--- src/rtl/lmg_move_unpacker_if.sv ---
// Stream/FIFO bundle between the move-list unpacker and its neighbours.
// master: the unpacker itself; slave: the generator FIFO and downstream consumer side.
interface lmg_move_unpacker_if #(
  parameter int unsigned WORD_W = 160,
  parameter int unsigned CNT_W  = 8
);
  logic              start;
  logic [WORD_W-1:0] fifoOut;
  logic              fifoEmpty;
  logic              rden;
  logic              mv_valid;
  logic              mv_ready;
  logic [5:0]        mv_flags;
  logic [5:0]        mv_from;
  logic [5:0]        mv_to;
  logic [CNT_W-1:0]  mv_count;
  logic              busy;
  logic              list_done;

  modport master (
    input  start, fifoOut, fifoEmpty, mv_ready,
    output rden, mv_valid, mv_flags, mv_from, mv_to, mv_count, busy, list_done
  );

  modport slave (
    output start, fifoOut, fifoEmpty, mv_ready,
    input  rden, mv_valid, mv_flags, mv_from, mv_to, mv_count, busy, list_done
  );
endinterface

--- src/rtl/lmg_move_unpacker.sv ---
// Reader end of the legal-move-generator FIFO: pops packed words, skips invalid slots and
// streams valid moves one per valid/ready handshake, counting accepted moves.
module lmg_move_unpacker #(
  parameter int unsigned SLOTS  = 8,
  parameter int unsigned MV_W   = 19,
  parameter int unsigned WORD_W = 160,
  parameter int unsigned CNT_W  = 8
) (
  input logic                 clk,
  input logic                 reset,
  lmg_move_unpacker_if.master bus
);

  localparam int unsigned IdxW  = (SLOTS > 1) ? $clog2(SLOTS) : 1;
  localparam int unsigned BufW  = SLOTS * MV_W;
  localparam logic [IdxW-1:0] LastIdx = IdxW'(SLOTS - 1);

  typedef enum logic [2:0] {StIdle, StCheck, StRead, StLoad, StEmit, StDone} state_e;

  state_e            state_q, state_d;
  logic [BufW-1:0]   word_q, word_d;
  logic [IdxW-1:0]   idx_q, idx_d;
  logic [CNT_W-1:0]  count_q, count_d;
  logic              busy_q, busy_d;
  logic              done_q, done_d;

  logic [MV_W-1:0]   slots [SLOTS];
  logic [MV_W-1:0]   cur_slot;
  logic              cur_valid;
  logic              unused_hi_bits;

  // Bits of the FIFO word above the packed slots carry nothing.
  assign unused_hi_bits = ^bus.fifoOut[WORD_W-1:BufW];

  // Slot 0 sits in the most significant packed position.
  for (genvar k = 0; k < SLOTS; k++) begin : g_slot
    assign slots[k] = word_q[BufW-1-k*MV_W -: MV_W];
  end

  assign cur_slot  = slots[idx_q];
  assign cur_valid = (state_q == StEmit) && !cur_slot[MV_W-1];

  // Next-state logic: list sequencing, word capture, slot walk and saturating count.
  always_comb begin
    state_d = state_q;
    word_d  = word_q;
    idx_d   = idx_q;
    count_d = count_q;
    unique case (state_q)
      StIdle, StDone: begin
        if (bus.start) begin
          state_d = StCheck;
          count_d = '0;
        end
      end
      StCheck: state_d = bus.fifoEmpty ? StDone : StRead;
      StRead:  state_d = StLoad;
      StLoad: begin
        word_d  = bus.fifoOut[BufW-1:0];
        idx_d   = '0;
        state_d = StEmit;
      end
      StEmit: begin
        // Invalid slots cost one cycle; valid ones wait for the consumer.
        if (!cur_valid || bus.mv_ready) begin
          if (cur_valid && (count_q != '1)) count_d = count_q + CNT_W'(1);
          if (idx_q == LastIdx) state_d = StCheck;
          else                  idx_d   = idx_q + IdxW'(1);
        end
      end
      default: state_d = StIdle;
    endcase
    busy_d = (state_d != StIdle) && (state_d != StDone);
    done_d = (state_d == StDone);
  end

  // State and registered status flags; reset discards any buffered word.
  always_ff @(posedge clk or negedge reset) begin
    if (!reset) begin
      state_q <= StIdle;
      word_q  <= '0;
      idx_q   <= '0;
      count_q <= '0;
      busy_q  <= 1'b0;
      done_q  <= 1'b0;
    end else begin
      state_q <= state_d;
      word_q  <= word_d;
      idx_q   <= idx_d;
      count_q <= count_d;
      busy_q  <= busy_d;
      done_q  <= done_d;
    end
  end

  // Output decode; move fields read as zero whenever no move is offered.
  always_comb begin
    bus.rden      = (state_q == StCheck) && !bus.fifoEmpty;
    bus.mv_valid  = cur_valid;
    bus.mv_flags  = cur_valid ? cur_slot[17:12] : 6'd0;
    bus.mv_from   = cur_valid ? cur_slot[11:6]  : 6'd0;
    bus.mv_to     = cur_valid ? cur_slot[5:0]   : 6'd0;
    bus.mv_count  = count_q;
    bus.busy      = busy_q;
    bus.list_done = done_q;
  end

endmodule

--- src/flat_wrapper.sv ---
// flat-port wrapper written by rule: the top's interface ports become plain ports
module lmg_move_unpacker_flat 
#(
  parameter int unsigned SLOTS  = 8,
  parameter int unsigned MV_W   = 19,
  parameter int unsigned WORD_W = 160,
  parameter int unsigned CNT_W  = 8
)
  (clk, reset, bus_start, bus_fifoOut, bus_fifoEmpty, bus_mv_ready, bus_rden, bus_mv_valid, bus_mv_flags, bus_mv_from, bus_mv_to, bus_mv_count, bus_busy, bus_list_done);
  lmg_move_unpacker_if #(.WORD_W(WORD_W), .CNT_W(CNT_W)) bus_i ();
  input logic clk;
  input logic reset;
  input wire logic [$bits(bus_i.start)-1:0] bus_start;
  input wire logic [$bits(bus_i.fifoOut)-1:0] bus_fifoOut;
  input wire logic [$bits(bus_i.fifoEmpty)-1:0] bus_fifoEmpty;
  input wire logic [$bits(bus_i.mv_ready)-1:0] bus_mv_ready;
  output wire logic [$bits(bus_i.rden)-1:0] bus_rden;
  output wire logic [$bits(bus_i.mv_valid)-1:0] bus_mv_valid;
  output wire logic [$bits(bus_i.mv_flags)-1:0] bus_mv_flags;
  output wire logic [$bits(bus_i.mv_from)-1:0] bus_mv_from;
  output wire logic [$bits(bus_i.mv_to)-1:0] bus_mv_to;
  output wire logic [$bits(bus_i.mv_count)-1:0] bus_mv_count;
  output wire logic [$bits(bus_i.busy)-1:0] bus_busy;
  output wire logic [$bits(bus_i.list_done)-1:0] bus_list_done;
  assign bus_i.start = bus_start;
  assign bus_i.fifoOut = bus_fifoOut;
  assign bus_i.fifoEmpty = bus_fifoEmpty;
  assign bus_i.mv_ready = bus_mv_ready;
  assign bus_rden = bus_i.rden;
  assign bus_mv_valid = bus_i.mv_valid;
  assign bus_mv_flags = bus_i.mv_flags;
  assign bus_mv_from = bus_i.mv_from;
  assign bus_mv_to = bus_i.mv_to;
  assign bus_mv_count = bus_i.mv_count;
  assign bus_busy = bus_i.busy;
  assign bus_list_done = bus_i.list_done;
  lmg_move_unpacker #(.SLOTS(SLOTS), .MV_W(MV_W), .WORD_W(WORD_W), .CNT_W(CNT_W)) u_core (.clk(clk), .reset(reset), .bus(bus_i));
endmodule
--- config.mk ---
export PLATFORM = sky130hd
export DESIGN_NAME = lmg_move_unpacker_flat
export DESIGN_NICKNAME = d
export VERILOG_FILES = /design/src/rtl/lmg_move_unpacker_if.sv /design/src/rtl/lmg_move_unpacker.sv /design/src/flat_wrapper.sv
export SDC_FILE = /design/constraint.sdc
export NUM_CORES = 1
export LEC_CHECK = 0
export ABC_AREA = 1
export ABC_CLOCK_PERIOD_IN_PS = 1650
export BUFFER_PORTS_ARGS = -buffer_cell sky130_fd_sc_hd__buf_2
export CAP_MARGIN = 30
export CORE_UTILIZATION = 30
export CTS_BUF_LIST = sky130_fd_sc_hd__clkbuf_4 sky130_fd_sc_hd__clkbuf_8 sky130_fd_sc_hd__clkbuf_16
export DETAILED_ROUTE_END_ITERATION = 7
export GPL_ROUTABILITY_DRIVEN = 0
export HOLD_SLACK_MARGIN = 0.08
export PLACE_DENSITY_LB_ADDON = 0.12
export SLEW_MARGIN = 20
export SYNTH_ARGS = -nofsm -noshare
export SYNTH_HDL_FRONTEND = slang
export SYNTH_SLANG_ARGS = --single-unit
--- constraint.sdc ---
create_clock -name clk -period 1.65 [get_ports clk]
set_input_delay 0.165 -clock clk [delete_from_list [all_inputs] [get_ports clk]]
set_output_delay 0.165 -clock clk [all_outputs]
set_load 0.01 [all_outputs]
==> impl_metrics.json, run 1 <==
{
  "status": "finished, violations left",
  "violations": "negative setup slack",
  "critPathMaxFanout": 10,
  "grt_pass1_wl_microns": 41200,
  "fillerInstances": 2637,
  "clk_pin_slew_ns": 0.07,
  "fin_cells": 1726,
  "track_usage_pct": 20.3,
  "r2r_slack_ns": -0.13,
  "hold_viol": 0,
  "grt_use_met2_pct": 33.6,
  "synth_nets": 1190,
  "netlist_area_sq_um": 7910,
  "worstSetupPathType": "reg -> out",
  "top_level_ports": 195,
  "powerDensity_nw_per_um2": 1590,
  "vias": 7919,
  "worstPathRequired_ns": 1.48,
  "grt-ovfl-total": 0,
  "avgSynthCellArea_sq_um": 7.74,
  "synth_top_family_by_area": "simple AND/OR/NAND/NOR gates",
  "wl_per_cell_microns": 15.6,
  "synth_compound_area_share_pct": 10.3,
  "drtIter0Drc": 338,
  "timing_worst_slew_pin_value_ns": 0.490,
  "synth_top_area_share_pct": 53.1,
  "core-area_sq_um": 26000,
  "p_leak_uw": 0.00628,
  "std_cell_rows": 59,
  "hold_class": "in -> reg",
  "layout_setup_ws_ns": -0.599,
  "dieWidth_microns": 164,
  "grt_setup_unrepaired": "yes",
  "grt_max_degree": 57,
  "synth-seq-area-share_pct": 53.1,
  "ir_drop_mv": 0.708,
  "diodes": 0,
  "cts_sinks": 168,
  "cap_violations": 0,
  "finalCritPeriodShare_pct": 136,
  "crit_path_start_kind": "register",
  "ys_types": 26,
  "fmax_mhz": 445,
  "cp-end-kind": "output port",
  "synthTopCellsByArea": "dfrtp_1 53%, nand2_1 28%, a21oi_1 3.5%",
  "grt_pass1_vias": 7794,
  "drv_slew": 0,
  "synth-edff-count": 0,
  "yosys.area_share.simple_pct": 31.3,
  "synth_flop_cell": "dfrtp_1",
  "initial_core_util_pct": 30.5,
  "r2r-start": "u_core.idx_q[0]",
  "ys_seq_elements": 168,
  "top_usage_layer": "met2",
  "yosys.area.top_type": "dfrtp_1",
  "place_hpwl_microns": 18400,
  "slew_headroom_pct": 67.2,
  "synth_commonest_cells": "585 x nand2_1, 168 x dfrtp_1, 56 x a21oi_1",
  "cts_tree": "built",
  "synthAdderAreaFrac_pct": 0.474,
  "ys_warn_count": 0,
  "min_to": "u_core.bus.list_done",
  "grtUsageMet1_pct": 27.0,
  "clock_skew_ns": 0.00873,
  "wl_microns": 26900,
  "clk_latency_ns": 0.42,
  "design_area_sq_um": 12200,
  "yosysMostFrequentCell": "nand2_1",
  "hold_depth": 5,
  "synth_xor_area_share_pct": 0.111,
  "area_growth_pct": 54.6,
  "placed_area_sq_um": 9610,
  "via_per_inst": 4.59,
  "dpl_worst_slack_ns": -0.362,
  "cp.arrival_ns": 2.08,
  "dp_cells": 1535,
  "io_buffers": 186,
  "cts_buffers": 17,
  "clk_path_buf_depth": 2,
  "final_layout_size_suffix_gt1_share_pct": 25.4,
  "firstDrtPassIters": 5,
  "final_antenna_net_count": 0,
  "hold_start": "bus_fifoEmpty",
  "synthArstFlopShare_pct": 100,
  "final_nets": 1546,
  "worst-r2r-cell-count": 10,
  "antenna_found_initial": 0,
  "ctsHtreeMaxLevel": 4,
  "dieArea_sq_um": 27000,
  "synthMuxAreaShare_pct": 0,
  "die_y_microns": 164,
  "worst_r2r_endpoint": "u_core.idx_q[0]",
  "min_period_ns": 2.25,
  "finalSetupViolCount": 31,
  "syn_inst": 1022,
  "drc": 0,
  "root_buffer": "clkbuf_16",
  "met3_usage_pct": 3.57
}
-- final cells by class --
type                            count  area (sq um)  share of cell area [%]
Timing Repair Buffer              401          3280                    26.8
Inverter                           18          75.1                   0.614
Tap cell                          335           419                    3.43
Clock buffer                       19           453                    3.70
Clock inverter                     13           190                    1.55
Multi-Input combinational cell    772          3610                    29.5
Sequential cell                   168          4210                    34.4
-- layout by cell type, fill, tap and decap left out, drive strengths merged --
master,instances
nand2,585
buf,245
dfrtp,168
dlygate4sd3,154
a21oi,56
nor2,25
inv,22
clkbuf,21
nand3,19
a32o,18
a22oi,18
a211oi,18
o21ai,14
nor3,5
or2,4
bufinv,4
clkinv,4
nand4,3
ha,3
nand3b,1
a31o,1
xor2,1
o211ai,1
clkinvlp,1
-- sequential cells by signal (all words and copies together), names as in the netlist --
name	flops
u_core.bus.busy	1
u_core.bus.list_done	1
u_core.bus.mv_count	8
u_core.idx_q	3
u_core.slots	152
u_core.state_q	3
-- worst max-delay path, cell delays in order (launching register included) --
cell,delay (ns)
dfrtp_2,0.45
inv_4,0.10
buf_12,0.16
buf_12,0.14
nand2_2,0.05
a22oi_2,0.24
nor2_2,0.10
a211oi_2,0.20
buf_4,0.15
buf_6,0.09
-- power breakdown --
group          internal (uW)  switching, uW
clock network           2640           1750
registers               6060           1170
logic                   3390           4390
total                  12100           7320
-- per-stage QoR --
step           setup TNS [ns]  hold slack [ns]  total power, uW  utilization (%)
2_1_floorplan          -0.277           -0.131            11300                -
3_3_place_gp            -3.67           0.0992            14100             37.0
3_5_place_dp            -4.37           0.0989            14100             37.0
4_1_cts                -11.08            0.107            19200             46.2
5_1_grt                -13.42            0.186            20900             47.1
6_report               -10.15            0.150            19400             47.1
-- worst max path at each step --
stage / startpoint / cells after the start / to / slack (ns)
final: u_core.idx_q[0] / 9 / bus_mv_to[4] / -0.60
after CTS: u_core.idx_q[0] / 7 / bus_mv_to[5] / -0.62
after global routing: u_core.idx_q[0] / 9 / bus_mv_to[4] / -0.68
after floorplan: u_core.idx_q[1] / 7 / bus_mv_flags[0] / -0.03
after global placement: u_core.idx_q[0] / 7 / bus_mv_flags[1] / -0.32
after detailed placement: u_core.idx_q[0] / 7 / bus_mv_flags[1] / -0.36
-- layer usage --
layer / vias to the layer above / wire [microns]
met1: 3750 / 12800
met5: - / 0
met2: 166 / 12700
met3: 23 / 875
met4: 0 / 487
li1: 3980 / -
-- logic make-up (layout without fill, tap and decap cells) --
kind of cell	count (synthesis)	after routing
adders and majority gates	3	3
buffers and inverters	82	451
and+or+nand+nor	642	642
AOI/OAI and AO/OA	126	126
DFF	168	168
xor gates and xnor gates	1	1
-- what timing repair did --
action / in CTS / in global routing
pin swaps: 13 / 11
setup endpoints to repair: 31 / 34
cloned: 1 / 2
hold buffers: 154 / 0
resized for setup: 48 / 41
buffers inserted: 2 / 4
endpoints found under the hold margin: 307 / 0
Note: power is estimated with default switching activity, not from simulation.
==> run 2, diff against run 1 <==
--- a/config.mk
+++ b/config.mk
@@ -15,6 +15,7 @@
 export GPL_ROUTABILITY_DRIVEN = 0
 export HOLD_SLACK_MARGIN = 0.08
 export PLACE_DENSITY_LB_ADDON = 0.12
+export RECOVER_POWER = 25
 export SLEW_MARGIN = 20
 export SYNTH_ARGS = -nofsm -noshare
 export SYNTH_HDL_FRONTEND = slang
==> impl_metrics.json, run 2 (synthesis gave the netlist of run 1 again) <==
{
  "status": "finished, violations left",
  "violations": "negative setup slack",
  "place_hpwl_microns": 18400,
  "clk_latency_ns": 0.42,
  "power_uw": 19400,
  "drc": 0,
  "fmax_mhz": 445,
  "drv_slew": 0,
  "hold_class": "in -> reg",
  "hold_viol": 0,
  "crit_path_start_kind": "register",
  "track_usage_pct": 20.3,
  "area_growth_pct": 54.2,
  "final_common_cell": "nand2_1",
  "std_cell_rows": 59,
  "final_nets": 1546,
  "grt-ovfl-total": 0,
  "cts_buffers": 17,
  "clock_skew_ns": 0.00808,
  "timing_worst_slew_pin_value_ns": 0.960,
  "worst_r2r_endpoint": "u_core.idx_q[0]",
  "wl_per_cell_microns": 15.6,
  "critPathMaxFanout": 10,
  "grt_setup_unrepaired": "yes",
  "wl_microns": 26900,
  "finalSetupViolCount": 31,
  "cp-end-kind": "output port",
  "firstDrtPassIters": 4,
  "io_buffers": 186,
  "min_period_ns": 2.25,
  "p_leak_uw": 0.00627,
  "root_buffer": "clkbuf_16",
  "crit_start": "u_core.idx_q[0]",
  "r2r_slack_ns": -0.13,
  "largest_reg_flops": 152,
  "hold_start": "bus_fifoEmpty",
  "cp.arrival_ns": 2.08,
  "vias": 7904,
  "core-area_sq_um": 26000,
  "cap_violations": 0,
  "clk_pin_slew_ns": 0.07,
  "dp_cells": 1535,
  "die_y_microns": 164,
  "grt_pass1_vias": 7794,
  "grt_pass1_wl_microns": 41200,
  "initial_core_util_pct": 30.5,
  "grt_max_degree": 57,
  "slew_headroom_pct": 36.0,
  "fin_tns_setup_ns": -10.23,
  "final_antenna_net_count": 0,
  "finalCritPeriodShare_pct": 136,
  "r2r-start": "u_core.idx_q[0]",
  "ctsHtreeMaxLevel": 4,
  "fin_cells": 1726,
  "diodes": 0,
  "dieWidth_microns": 164,
  "final_cell_mix": "570 x nand2_1, 179 x buf_2, 167 x dfrtp_1, 154 x dlygate4sd3_1, 55 x a21oi_1",
  "via_per_inst": 4.58,
  "cp-endpoint": "bus_mv_to[4]",
  "final_layout_size_suffix_gt1_share_pct": 25.4,
  "cts_sinks": 168,
  "cts_tree": "built",
  "ir_drop_mv": 0.706,
  "worst-r2r-cell-count": 10,
  "layout_setup_ws_ns": -0.598,
  "powerDensity_nw_per_um2": 1590,
  "clk_path_buf_depth": 2,
  "drtIter0Drc": 361,
  "top_level_ports": 195,
  "worstSetupPathType": "reg -> out",
  "antenna_found_initial": 0,
  "dieArea_sq_um": 27000,
  "worstPathRequired_ns": 1.48
}
==> run 2: cell types whose count changed in the layout (fill, tap and decap cells not counted) <==
| cell | change |
|---|---|
| buf_6 | +2 |
| clkbuf_2 | +1 |
| buf_12 | -3 |
==> run 2: worst min-delay path by stage <==
stage                                 endpoint  cells after the start
after floorplan                u_core.bus.busy                      0
after global placement        u_core.slots[21]                      1
after detailed placement      u_core.slots[21]                      1
after CTS                 u_core.bus.list_done                      5
after global routing         u_core.state_q[1]                      4
final                     u_core.bus.list_done                      5
==> run 2: repair_timing <==
| item | 4_1_cts | 5_1_grt |
|---|---|---|
| setup buffers | 2 | 4 |
| resized for setup | 48 | 41 |
| gates cloned | 1 | 2 |
| hold endpoints to repair | 307 | 0 |
| setup endpoints to repair | 31 | 34 |
| hold buffers | 154 | 0 |
| pin swaps | 13 | 11 |
==> run 2: routing by layer <==
layer | GRT usage, % | vias to the layer above | part of all wire [%] | wire length (microns)
met3 | 3.57 | 25 | 3.7 | 988
met2 | 33.6 | 164 | 48 | 12800
met1 | 27.0 | 3735 | 47 | 12600
li1 | - | 3980 | - | -
met5 | 0 | - | 0 | 0
met4 | 6.30 | 0 | 1.8 | 491
==> run 2: critical path, stage by stage, from the launching register on <==
cell	delay, ns
dfrtp_2	0.45
inv_4	0.10
buf_12	0.16
buf_12	0.14
nand2_2	0.05
a22oi_2	0.24
nor2_2	0.10
a211oi_2	0.20
buf_4	0.15
buf_6	0.09
==> run 2: report_power, final <==
part | internal [uW] | switching, uW | leakage, uW
clock network | 2640 | 1750 | 0.000315
registers | 6060 | 1170 | 0.00207
logic | 3380 | 4390 | 0.00388
==> run 2: cell type report <==
class / instances / area (sq um)
timing repair buffer: 401 / 3250
inverter: 18 / 75.1
multi-input combinational: 772 / 3610
clock inverter: 13 / 190
sequential: 168 / 4210
clock buffer: 19 / 453
fill: 2644 / 13800
tap: 335 / 419
==> run 2: through the flow <==
stage | hold slack [ns] | area [sq um] | setup slack [ns] | utilization [%]
3_5_place_dp | 0.0989 | 9610 | -0.362 | 37.0
4_1_cts | 0.107 | 12000 | -0.623 | 46.2
6_report | 0.148 | 12200 | -0.598 | 46.9
3_3_place_gp | 0.0992 | 9610 | -0.318 | 37.0
5_1_grt | 0.186 | 12200 | -0.681 | 46.9
2_1_floorplan | -0.131 | 7920 | -0.0308 | -
==> run 3, diff against run 2 <==
--- a/config.mk
+++ b/config.mk
@@ -15,7 +15,7 @@
 export GPL_ROUTABILITY_DRIVEN = 0
 export HOLD_SLACK_MARGIN = 0.08
 export PLACE_DENSITY_LB_ADDON = 0.12
-export RECOVER_POWER = 25
+export RECOVER_POWER = 50
 export SLEW_MARGIN = 20
 export SYNTH_ARGS = -nofsm -noshare
 export SYNTH_HDL_FRONTEND = slang
==> impl_metrics.json, run 3 (synthesis gave the netlist of run 1 again) <==
{
  "status": "finished, violations left",
  "violations": "negative setup slack",
  "std_cell_rows": 59,
  "vias": 7905,
  "cp-end-kind": "output port",
  "clock_skew_ns": 0.00808,
  "area_growth_pct": 54.2,
  "clk_latency_ns": 0.42,
  "ctsHtreeMaxLevel": 4,
  "min_period_ns": 2.25,
  "top_level_ports": 195,
  "antenna_found_initial": 0,
  "wl_per_cell_microns": 15.6,
  "whs_ns": 0.148,
  "finalSetupViolCount": 31,
  "seqCellArea_sq_um": 4210,
  "grt_pass1_vias": 7794,
  "r2r_slack_ns": -0.13,
  "wl_microns": 26900,
  "initial_core_util_pct": 30.5,
  "clock_power_share_pct": 22.6,
  "final_layout_size_suffix_gt1_share_pct": 25.4,
  "drc": 0,
  "p_int_uw": 12100,
  "dieWidth_microns": 164,
  "crit_chain": "inv_4 -> buf_12 -> buf_12 -> nand2_2 -> a22oi_2 -> nor2_2 -> a211oi_2 -> buf_4 -> buf_6",
  "cpMaxStageDelayCell": "dfrtp_2",
  "finalCritPeriodShare_pct": 136,
  "fin_cells": 1726,
  "via_per_inst": 4.58,
  "dp_cells": 1535,
  "p_leak_uw": 0.00627,
  "timing_worst_slew_pin_value_ns": 0.958,
  "fmax_mhz": 445,
  "ir_drop_mv": 0.706,
  "p_sw_uw": 7320,
  "drtIter0Drc": 359,
  "powerDensity_nw_per_um2": 1590,
  "track_usage_pct": 20.3,
  "dieArea_sq_um": 27000,
  "final_antenna_net_count": 0,
  "core-area_sq_um": 26000,
  "grt_max_degree": 57,
  "grt-ovfl-total": 0,
  "worstPathRequired_ns": 1.48,
  "cap_violations": 0,
  "grt_setup_unrepaired": "yes",
  "io_buffers": 186,
  "switching_share_pct": 37.7,
  "clk_path_buf_depth": 2,
  "combPwrFrac_pct": 40.1,
  "largest_reg_flops": 152,
  "drv_slew": 0,
  "p_seq_share_pct": 37.3,
  "cpMostUsedCell": "buf_12",
  "crit_path_start_kind": "register",
  "cts_sinks": 168,
  "final_nets": 1546,
  "hold_class": "in -> reg",
  "diodes": 0,
  "fillerInstances": 2644,
  "clk_pin_slew_ns": 0.07,
  "layout_setup_ws_ns": -0.598,
  "final_common_cell": "nand2_1",
  "cp.arrival_ns": 2.08,
  "critPathMaxStageDelay_ns": 0.45,
  "root_buffer": "clkbuf_16",
  "final_cell_mix": "570 x nand2_1, 179 x buf_2, 167 x dfrtp_1, 154 x dlygate4sd3_1, 55 x a21oi_1",
  "cts_tree": "built",
  "place_hpwl_microns": 18400,
  "hold_viol": 0,
  "die_y_microns": 164,
  "grt_pass1_wl_microns": 41200,
  "multi_input_area_sq_um": 3610,
  "firstDrtPassIters": 4,
  "critPathMaxFanout": 10,
  "worstSetupPathType": "reg -> out",
  "cts_buffers": 17,
  "slew_headroom_pct": 36.1
}
## run 3: stage by stage
step           setup slack (ns)  setup TNS (ns)  util, %  cell area [sq um]  power [uW]
6_report                 -0.598          -10.23     46.9              12200       19400
4_1_cts                  -0.623          -11.08     46.2              12000       19200
2_1_floorplan           -0.0308          -0.277        -               7920       11300
3_3_place_gp             -0.318           -3.67     37.0               9610       14100
3_5_place_dp             -0.362           -4.37     37.0               9610       14100
5_1_grt                  -0.681          -13.42     46.9              12200       20900
## run 3: final timing paths
kind / depth (start not counted) / start / end
max in group asynchronous: 3 / reset / u_core.slots[31]
min in group asynchronous: 2 / reset / u_core.slots[39]
worst max-delay path: 9 / u_core.idx_q[0] / bus_mv_to[4]
worst max register to register: 10 / u_core.idx_q[0] / u_core.idx_q[0]
worst min register to register: 2 / u_core.slots[123] / u_core.slots[123]
worst min-delay path: 5 / bus_fifoEmpty / u_core.bus.list_done
## run 3: power by group through the flow
stage | Clock [uW] | Combinational, uW | Sequential (uW)
detailed placement | 0 | 6860 | 7260
floorplan | 0 | 4360 | 6900
global route | 4640 | 8780 | 7460
CTS | 4470 | 7550 | 7220
finish | 4390 | 7780 | 7230
global placement | 0 | 6790 | 7280
## run 3: repair_timing
item | CTS | global route
setup endpoints to repair | 31 | 34
cloned | 1 | 2
pin swaps | 13 | 11
hold endpoints to repair | 307 | 0
setup buffers | 2 | 4
hold buffers | 154 | 0
gates resized for setup | 48 | 41
## run 3: critical path, delay by kind of cell, from the launching register on
family | cells | cell delay [ns]
buffers and inverters | 5 | 0.64
AND/OR/NAND/NOR | 2 | 0.15
flip-flops | 1 | 0.45
AO/OA/AOI/OAI | 2 | 0.44
## run 3: final cells by class
| cell class | instances | share of cell area (%) |
|---|---|---|
| well taps | 335 | 3.44 |
| repair buffers | 401 | 26.6 |
| clock inverters | 13 | 1.56 |
| multi-input cells | 772 | 29.6 |
| clock buffers | 19 | 3.71 |
| flip-flops and latches | 168 | 34.5 |
| inverters | 18 | 0.615 |
## run 3: layer usage
metal	GRT usage, %	vias up	wire (microns)
li1	-	3980	-
met1	27.0	3736	12600
met2	33.6	164	12800
met3	3.57	25	988
met4	6.30	0	491
met5	0	-	0
